==> src/rtl/bitwise_logic_seq.sv <==
// Slice-serial bitwise logic unit: evaluates SLICE bits of an N-bit op per cycle,
// accumulating zero/parity flags, with valid/ready handshakes on both sides.
module bitwise_logic_seq #(
  parameter int unsigned N     = 64,
  parameter int unsigned SLICE = 16
) (
  input  logic         clk,
  input  logic         rst_n,
  input  logic         in_valid,
  output logic         in_ready,
  input  logic [2:0]   op,
  input  logic [N-1:0] a,
  input  logic [N-1:0] b,
  output logic         out_valid,
  input  logic         out_ready,
  output logic [N-1:0] result,
  output logic         zero,
  output logic         parity
);

  localparam int unsigned NS = N / SLICE;
  localparam int unsigned CW = (NS > 1) ? $clog2(NS) : 1;

  typedef enum logic [1:0] {IDLE, BUSY, DONE} state_t;

  state_t             state;
  logic [N-1:0]       a_r;
  logic [N-1:0]       b_r;
  logic [2:0]         op_r;
  logic [CW-1:0]      cnt;
  logic [SLICE-1:0]   slice_a;
  logic [SLICE-1:0]   slice_b;
  logic [SLICE-1:0]   slice_r;
  logic [N-1:0]       result_next;

  function automatic logic [SLICE-1:0] f_op(input logic [2:0] o,
                                            input logic [SLICE-1:0] x,
                                            input logic [SLICE-1:0] y);
    case (o)
      3'b000:  f_op = x & y;
      3'b001:  f_op = x | y;
      3'b010:  f_op = x ^ y;
      3'b011:  f_op = ~(x ^ y);
      3'b100:  f_op = ~(x & y);
      3'b101:  f_op = ~(x | y);
      3'b110:  f_op = x & ~y;
      default: f_op = x;
    endcase
  endfunction

  // Slice select and write-back are decoded per slice so no variable shift is needed.
  always_comb begin
    slice_a = '0;
    slice_b = '0;
    for (int unsigned i = 0; i < NS; i++) begin
      if (cnt == CW'(i)) begin
        slice_a = a_r[i*SLICE +: SLICE];
        slice_b = b_r[i*SLICE +: SLICE];
      end
    end
    slice_r     = f_op(op_r, slice_a, slice_b);
    result_next = result;
    for (int unsigned i = 0; i < NS; i++) begin
      if (cnt == CW'(i)) result_next[i*SLICE +: SLICE] = slice_r;
    end
  end

  always_ff @(posedge clk or negedge rst_n) begin
    if (!rst_n) begin
      state  <= IDLE;
      a_r    <= '0;
      b_r    <= '0;
      op_r   <= '0;
      cnt    <= '0;
      result <= '0;
      zero   <= 1'b1;
      parity <= 1'b0;
    end else begin
      case (state)
        IDLE: begin
          if (in_valid) begin
            a_r    <= a;
            b_r    <= b;
            op_r   <= op;
            cnt    <= '0;
            result <= '0;
            zero   <= 1'b1;
            parity <= 1'b0;
            state  <= BUSY;
          end
        end
        BUSY: begin
          result <= result_next;
          zero   <= zero & (slice_r == '0);
          parity <= parity ^ (^slice_r);
          if (cnt == CW'(NS - 1)) state <= DONE;
          else                    cnt   <= cnt + CW'(1);
        end
        DONE: begin
          if (out_ready) state <= IDLE;
        end
        default: state <= IDLE;
      endcase
    end
  end

  assign in_ready  = (state == IDLE);
  assign out_valid = (state == DONE);

endmodule

==> config.mk <==
export PLATFORM = sky130hd
export DESIGN_NAME = bitwise_logic_seq
export DESIGN_NICKNAME = d
export VERILOG_FILES = /design/src/rtl/bitwise_logic_seq.sv
export SDC_FILE = /design/constraint.sdc
export NUM_CORES = 1
export LEC_CHECK = 0
export CAP_MARGIN = 20
export CORE_MARGIN = 10
export CORE_UTILIZATION = 30
export CTS_CLUSTER_SIZE = 14
export DETAILED_ROUTE_END_ITERATION = 6
export PLACE_DENSITY = 0.62
export SLEW_MARGIN = 10
export SYNTH_ARGS = -nofsm -noshare
export SYNTH_HDL_FRONTEND = slang
export SYNTH_SLANG_ARGS = --single-unit
==> constraint.sdc <==
create_clock -name clk -period 4.6 [get_ports clk]
set_clock_uncertainty 0.15 [all_clocks]
set_input_delay 0.92 -clock clk [delete_from_list [all_inputs] [get_ports clk]]
set_output_delay 0.92 -clock clk [all_outputs]
set_load 0.01 [all_outputs]
* Word-level counts from Yosys, hierarchy flattened
Cells that the tools add are included.
Word-level totals: memories kept 0, memory bits (writable) 0, latch bits 0, word-level logic and storage cells 80, flip-flop bits (word level) 201, memory bits (read-only) 0, output and inout bits 68, input port bits 135
Cells by class: divide/modulo/power cells 0, add/sub/neg operators 1, equality and inequality tests 18, $mul 0, $lt $le $gt $ge 0, multiplexer cells 26, reduce and logical (&&, ||, !) cells 14, bitwise gates (word level) 10, shift operators 0
Operator list (count):
- two-way mux 16 bit | 12
- one-hot mux 64 bit (2 select lines) | 1
- one-hot mux 16 bit (7 select lines) | 1
- two-way mux 64 bit | 1
- inverter 16 bit | 4
- AND 16 bit | 2
- AND reduction 3 bit | 6
- logical NOT 16 bit | 1
- bitwise OR 16 bit | 1
- parity 16 bit | 1
- XOR 16 bit | 1
- != test 2 bit, second input constant | 6
- two-way mux 2 bit | 5
- equality test 3 bit, second input constant | 3
- equality test 2 bit, second input constant | 3
- equality test 3 x 2 -> 1 bit, second input constant | 2
- one-hot mux 2 bit (3 select lines) | 1
- equality test 2 x 1 -> 1 bit, second input constant | 2
- logical NOT 2 bit | 2
- one-hot mux 1 bit (2 select lines) | 2
- one-hot mux 2 bit (2 select lines) | 1
- AND reduction 2 bit | 2
- equality test 3 x 1 -> 1 bit, second input constant | 1
- logical NOT 3 bit | 1
- other kinds (6) | 7

* Longest topological paths before layout
word-level depth 11, mapped depth 22, depth with buffers taken out 19

* Worst setup path after synthesis
OpenSTA, ideal clock, no wires.
kind reg-to-reg, start register cnt[1], end register parity, period minus slack after synthesis 4077 ps, arrival time 3840 ps, library setup time 87 ps, slack 523 ps, required time 4363 ps, stages on the path, launching flop included 22, buffers on the path 3, path through dfrtp_1 inv_1 ha_1 buf_2 clkbuf_1 clkbuf_1 nand3b_1 a21oi_1 a21oi_1 nor2_1 a21o_1 ha_1 mux2_1 a211o_1 a22oi_2 inv_1 ha_1 xnor2_1 xnor2_1 xnor2_1 nand3b_1 o211ai_1
On the way: longest elaborated chain between the ends 11, elaborated cells on any way between the ends 24, classes of those cells eq/ne: 3; mux: 10; bitwise: 9; reduce/logical: 2
RTL lines:
- start, declared | line 30 | logic [CW-1:0] cnt;
- start signal, assigned | line 97 | else cnt <= cnt + CW'(1);
- logical NOT 2 bit | line 56 | if (cnt == CW'(i)) begin
- two-way mux 16 bit (4 in a row) | line 56
- inverter 16 bit (tied with other cells) | line 46 | 3'b110: f_op = x & ~y;
- AND 16 bit (tied with other cells) | line 46
- one-hot mux 16 bit (7 select lines) * | line 39 | case (o)
- parity 16 bit * | line 95 | parity <= parity ^ (^slice_r);
- XOR 1 bit * | line 95
- one-hot mux 1 bit (2 select lines) * | line 79 | case (state)
- end signal, assigned | line 95
- end, declared | line 18 | output logic parity
Every way passes the cells marked *; elsewhere a longest branch is shown, timed or not. A chain may end at the register's enable or synchronous reset.

* Worst setup path in the final report
Ends and elaborated chain as after synthesis.

==> key figures <==
Floorplanning
  – Height of the chip: between 200 and 250 um
  – Count of pins on the block boundary: 203
  – Die Wd: approximately 210 um
  – Count of standard-cell rows: between 60 and 70
  – Core box area: about 35000 sq um
  – Die area: roughly 43000 sq um
  – Effective utilization at floorplan: 30.6%

Setup path
  – Startpoint kind of the worst setup timing path: register
  – Total buffers and inverters traversed by the critical path: 4
  – Arrival time at the worst endpoint: ~4.6 ns
  – CP cell instances: inv_1 -> ha_2 -> buf_4 -> o21ai_0 -> a22oi_1 -> inv_1 -> ha_1 -> mux2_2 -> a211o_1 -> a22oi_2 -> inv_1 -> ha_1 -> xor2_1 -> xnor2_1 -> xnor2_1 -> nand3b_1 -> o211ai_1
  – Most frequent CP cell: sky130_fd_sc_hd__inv_1
  – Slowest Stage Delay on Critical Path: ~0.45 ns
  – Max Fanout on Critical Path: 23
  – CP Data Required Time: around 5 ns
  – Kind of end point of the critical path: register
  – Cell family with the largest share of critical-path delay: compound AO/OA/AOI/OAI gates
  – Crit path kind: reg -> reg
  – CP max-delay cell: sky130_fd_sc_hd__dfrtp_1
  – Worst path depth: 17
  – Cell depth of the worst flop-to-flop path: 17

Logic synthesis
  – Primary flip-flop cell chosen by synthesis mapping: sky130_fd_sc_hd__dfrtp_1
  – Multiplexer fraction of the synthesized cell area: ~15%
  – Mean instance size in the synthesized netlist: ~11 sq um
  – Xor/xnor share of the synthesized area: between 1 and 1.5%
  – Count of flip-flops with a built-in enable after synthesis: 0
  – Proportion of synthesized chip area in sequential cells: between 40% and 50%
  – Post-synthesis simple-gate area fraction: under 10%
  – Syn Std Cell Area: around 11000 sq um
  – Synthesized Nets: between 1000 and 1500
  – Post-synthesis compound-gate area fraction: a little under a fifth
  – Total number of yosys warnings: 0
  – Main combinational cell family by area after synthesis: compound AO/OA/AOI/OAI gates
  – Unique cell type count in the Yosys netlist: 42
  – Number of standard cells after synthesis: approximately 950
  – Area share of fa/ha/maj cells after synthesis: around 7.1%
  – Fraction of registers with async set or reset after synthesis: 100%
  – Post-synthesis register bit count: between 200 and 250

Global route
  – Number of global-route vias before repair: approximately 8500
  – Gr ovfl total: 0
  – First-pass GRT wire length: between 50000 and 60000 um
  – Largest net degree at the start of global routing: roughly 80
  – Tot GR Track Use: ~15%
  – Initial antenna violation count: 1

Cells and area
  – Most common cell after layout, fill and taps aside: sky130_fd_sc_hd__clkdlybuf4s50_1
  – Most frequent cells in the layout: sky130_fd_sc_hd__clkdlybuf4s50_1, sky130_fd_sc_hd__dfrtp_1, sky130_fd_sc_hd__mux2_1
  – Post-route cell area: between 10000 and 15000 sq um
  – Final-stage net count: around 1300
  – Share of post-route cells with drive strength above 1: between 10% and 20%
  – ANT cells: 0
  – Relative area change from synthesis to final layout: 31.8%

Clock network
  – Source-to-sink clock delay at the later pin of the worst-skew pair: around 0.53 ns
  – Root cell of the clock tree: sky130_fd_sc_hd__clkbuf_16
  – Clock tree from TritonCTS: done
  – Post-CTS Setup Bufs: 0
  – Number of buffers on the longest clock path: 3
  – TritonCTS sink count: approximately 200
  – Clock transition at path regs: approximately 0.060 ns
  – H-Tree Level Count: 1
  – Post-CTS Hold Fix Bufs: 0
  – Total CTS buffers: 24

STA
  – Final critical path time including I/O delays and setup: 4.31 ns
  – Maximum achievable frequency: 232 MHz
  – Actual slew at the worst max-slew pin: 0.954 ns
  – Relative slew slack: 36.4%
  – Slew Limit Fails: 0
  – Total negative setup slack: 0 ns
  – Unrepaired setup endpoints after global routing: no
  – Fin. Hold Viols: 0
  – Part of the cycle the worst path needs: between 90 and 100%
  – Setup Viol. Count Final: 0

Place
  – Post-detail-place hpwl: ~25000 um
  – Number of buffer cells added on primary ports: approximately 200
  – Weighted congestion reported at the end of routability-driven placement: 0.824
  – Area post-placement: approximately 13000 sq um

Routing
  – Total wire length: about 33000 um
  – # DRC: 0
  – Antenna violation net count after detailed routing: 0
  – Iteration-0 DRC count of the detailed router: 586
  – Post-DR vias/cell: roughly 5.0
  – Wire length per cell: between 20 and 25 um
  – Detailed-router iteration count before antenna repair: 5
  – Total via count in the routed design: between 8000 and 9000

Power
  – Static Leak: between 6 and 7 nW
  – Total power density per cell area: 927 nW/um^2
  – IR drop worst, VDD: 562 uV

Run status
  – Outcome: completed

Worst hold path
  – Path class of the lowest-slack min-delay path: in -> async

Flow run
  – Max Cap Viol: 0
synth_stat cells, types with 19 or more instances:
cell type                  instances  area share, %
sky130_fd_sc_hd__mux2_1           95             10
sky130_fd_sc_hd__a211oi_1         20            1.4
sky130_fd_sc_hd__mux2_2           35            3.7
sky130_fd_sc_hd__nand2_1          68            2.4
sky130_fd_sc_hd__ha_1             60            7.1
sky130_fd_sc_hd__a21oi_1          77            3.6
sky130_fd_sc_hd__dfrtp_1         200             47
sky130_fd_sc_hd__nor2_1           27           0.95
sky130_fd_sc_hd__clkbuf_1         19           0.67
sky130_fd_sc_hd__inv_1            43            1.5
sky130_fd_sc_hd__buf_2            28            1.3
sky130_fd_sc_hd__o21ai_0          37            1.7
sky130_fd_sc_hd__a22o_1           66            5.4
cell type report:
class	count	area, sq um
clock buffers	35	713
clock inverters	9	151
fillers	3374	20700
inverters	43	161
multi-input cells	630	5070
flip-flops and latches	201	5030
well taps	455	569
repair buffers	229	2290
sequential cells by signal (all words and copies together) (netlist names):
| name | flops |
|---|---|
| parity | 1 |
| state | 2 |
| zero | 1 |
| op_r | 3 |
| cnt | 2 |
| result | 64 |
| a_r | 64 |
| b_r | 64 |
per-stage QoR:
step	std cells	worst slack [ns]	power (mW)	utilization, %	hold slack (ns)
after global placement	1558	0.424	10.7	37.8	0.314
after floorplan	947	0.523	8.42	-	0.308
final	1602	0.292	13.0	40.3	0.252
after detailed placement	1558	0.293	10.9	37.8	0.325
after global routing	1602	0.0438	14.0	40.3	0.306
after CTS	1602	0.263	13.1	40.3	0.295
what timing repair did:
| item | 4_1_cts | 5_1_grt |
|---|---|---|
| gates resized for setup | 0 | 1 |
| hold endpoints to repair | 0 | 0 |
| endpoints found under the setup margin | 0 | 1 |
power by group:
| group | internal (mW) | switching (mW) |
|---|---|---|
| combinational | 3.55 | 4.14 |
| sequential | 2.63 | 0.582 |
| clock | 1.30 | 0.768 |
| total | 7.48 | 5.49 |
layer usage:
metal  vias up  part of all wire, %  global-route usage, %
met2       227                   46                   23.6
li1       3766                    -                      -
met3        43                  7.2                   4.15
met5         -                0.027                      0
met4         2                  2.5                   4.06
met1      4002                   45                   18.8
final timing paths:
path                               to  slack, ns    start
min                           a_r[33]       0.25    rst_n
max                            parity       0.29   cnt[1]
max in group asynchronous  result[13]       3.11    rst_n
min in group clk              b_r[44]       0.33  b_r[44]
max reg2reg                    parity       0.29   cnt[1]
min reg2reg                   b_r[44]       0.33  b_r[44]
kinds of logic after synthesis:
family,after synthesis
adder cells (fa/ha/maj),60
multiplexers,139
AO/OA/AOI/OAI,271
AND/OR/NAND/NOR,145
XOR/XNOR,15
flip-flops,201
buffers and inverters,116
(Power assumes the default switching activity.)
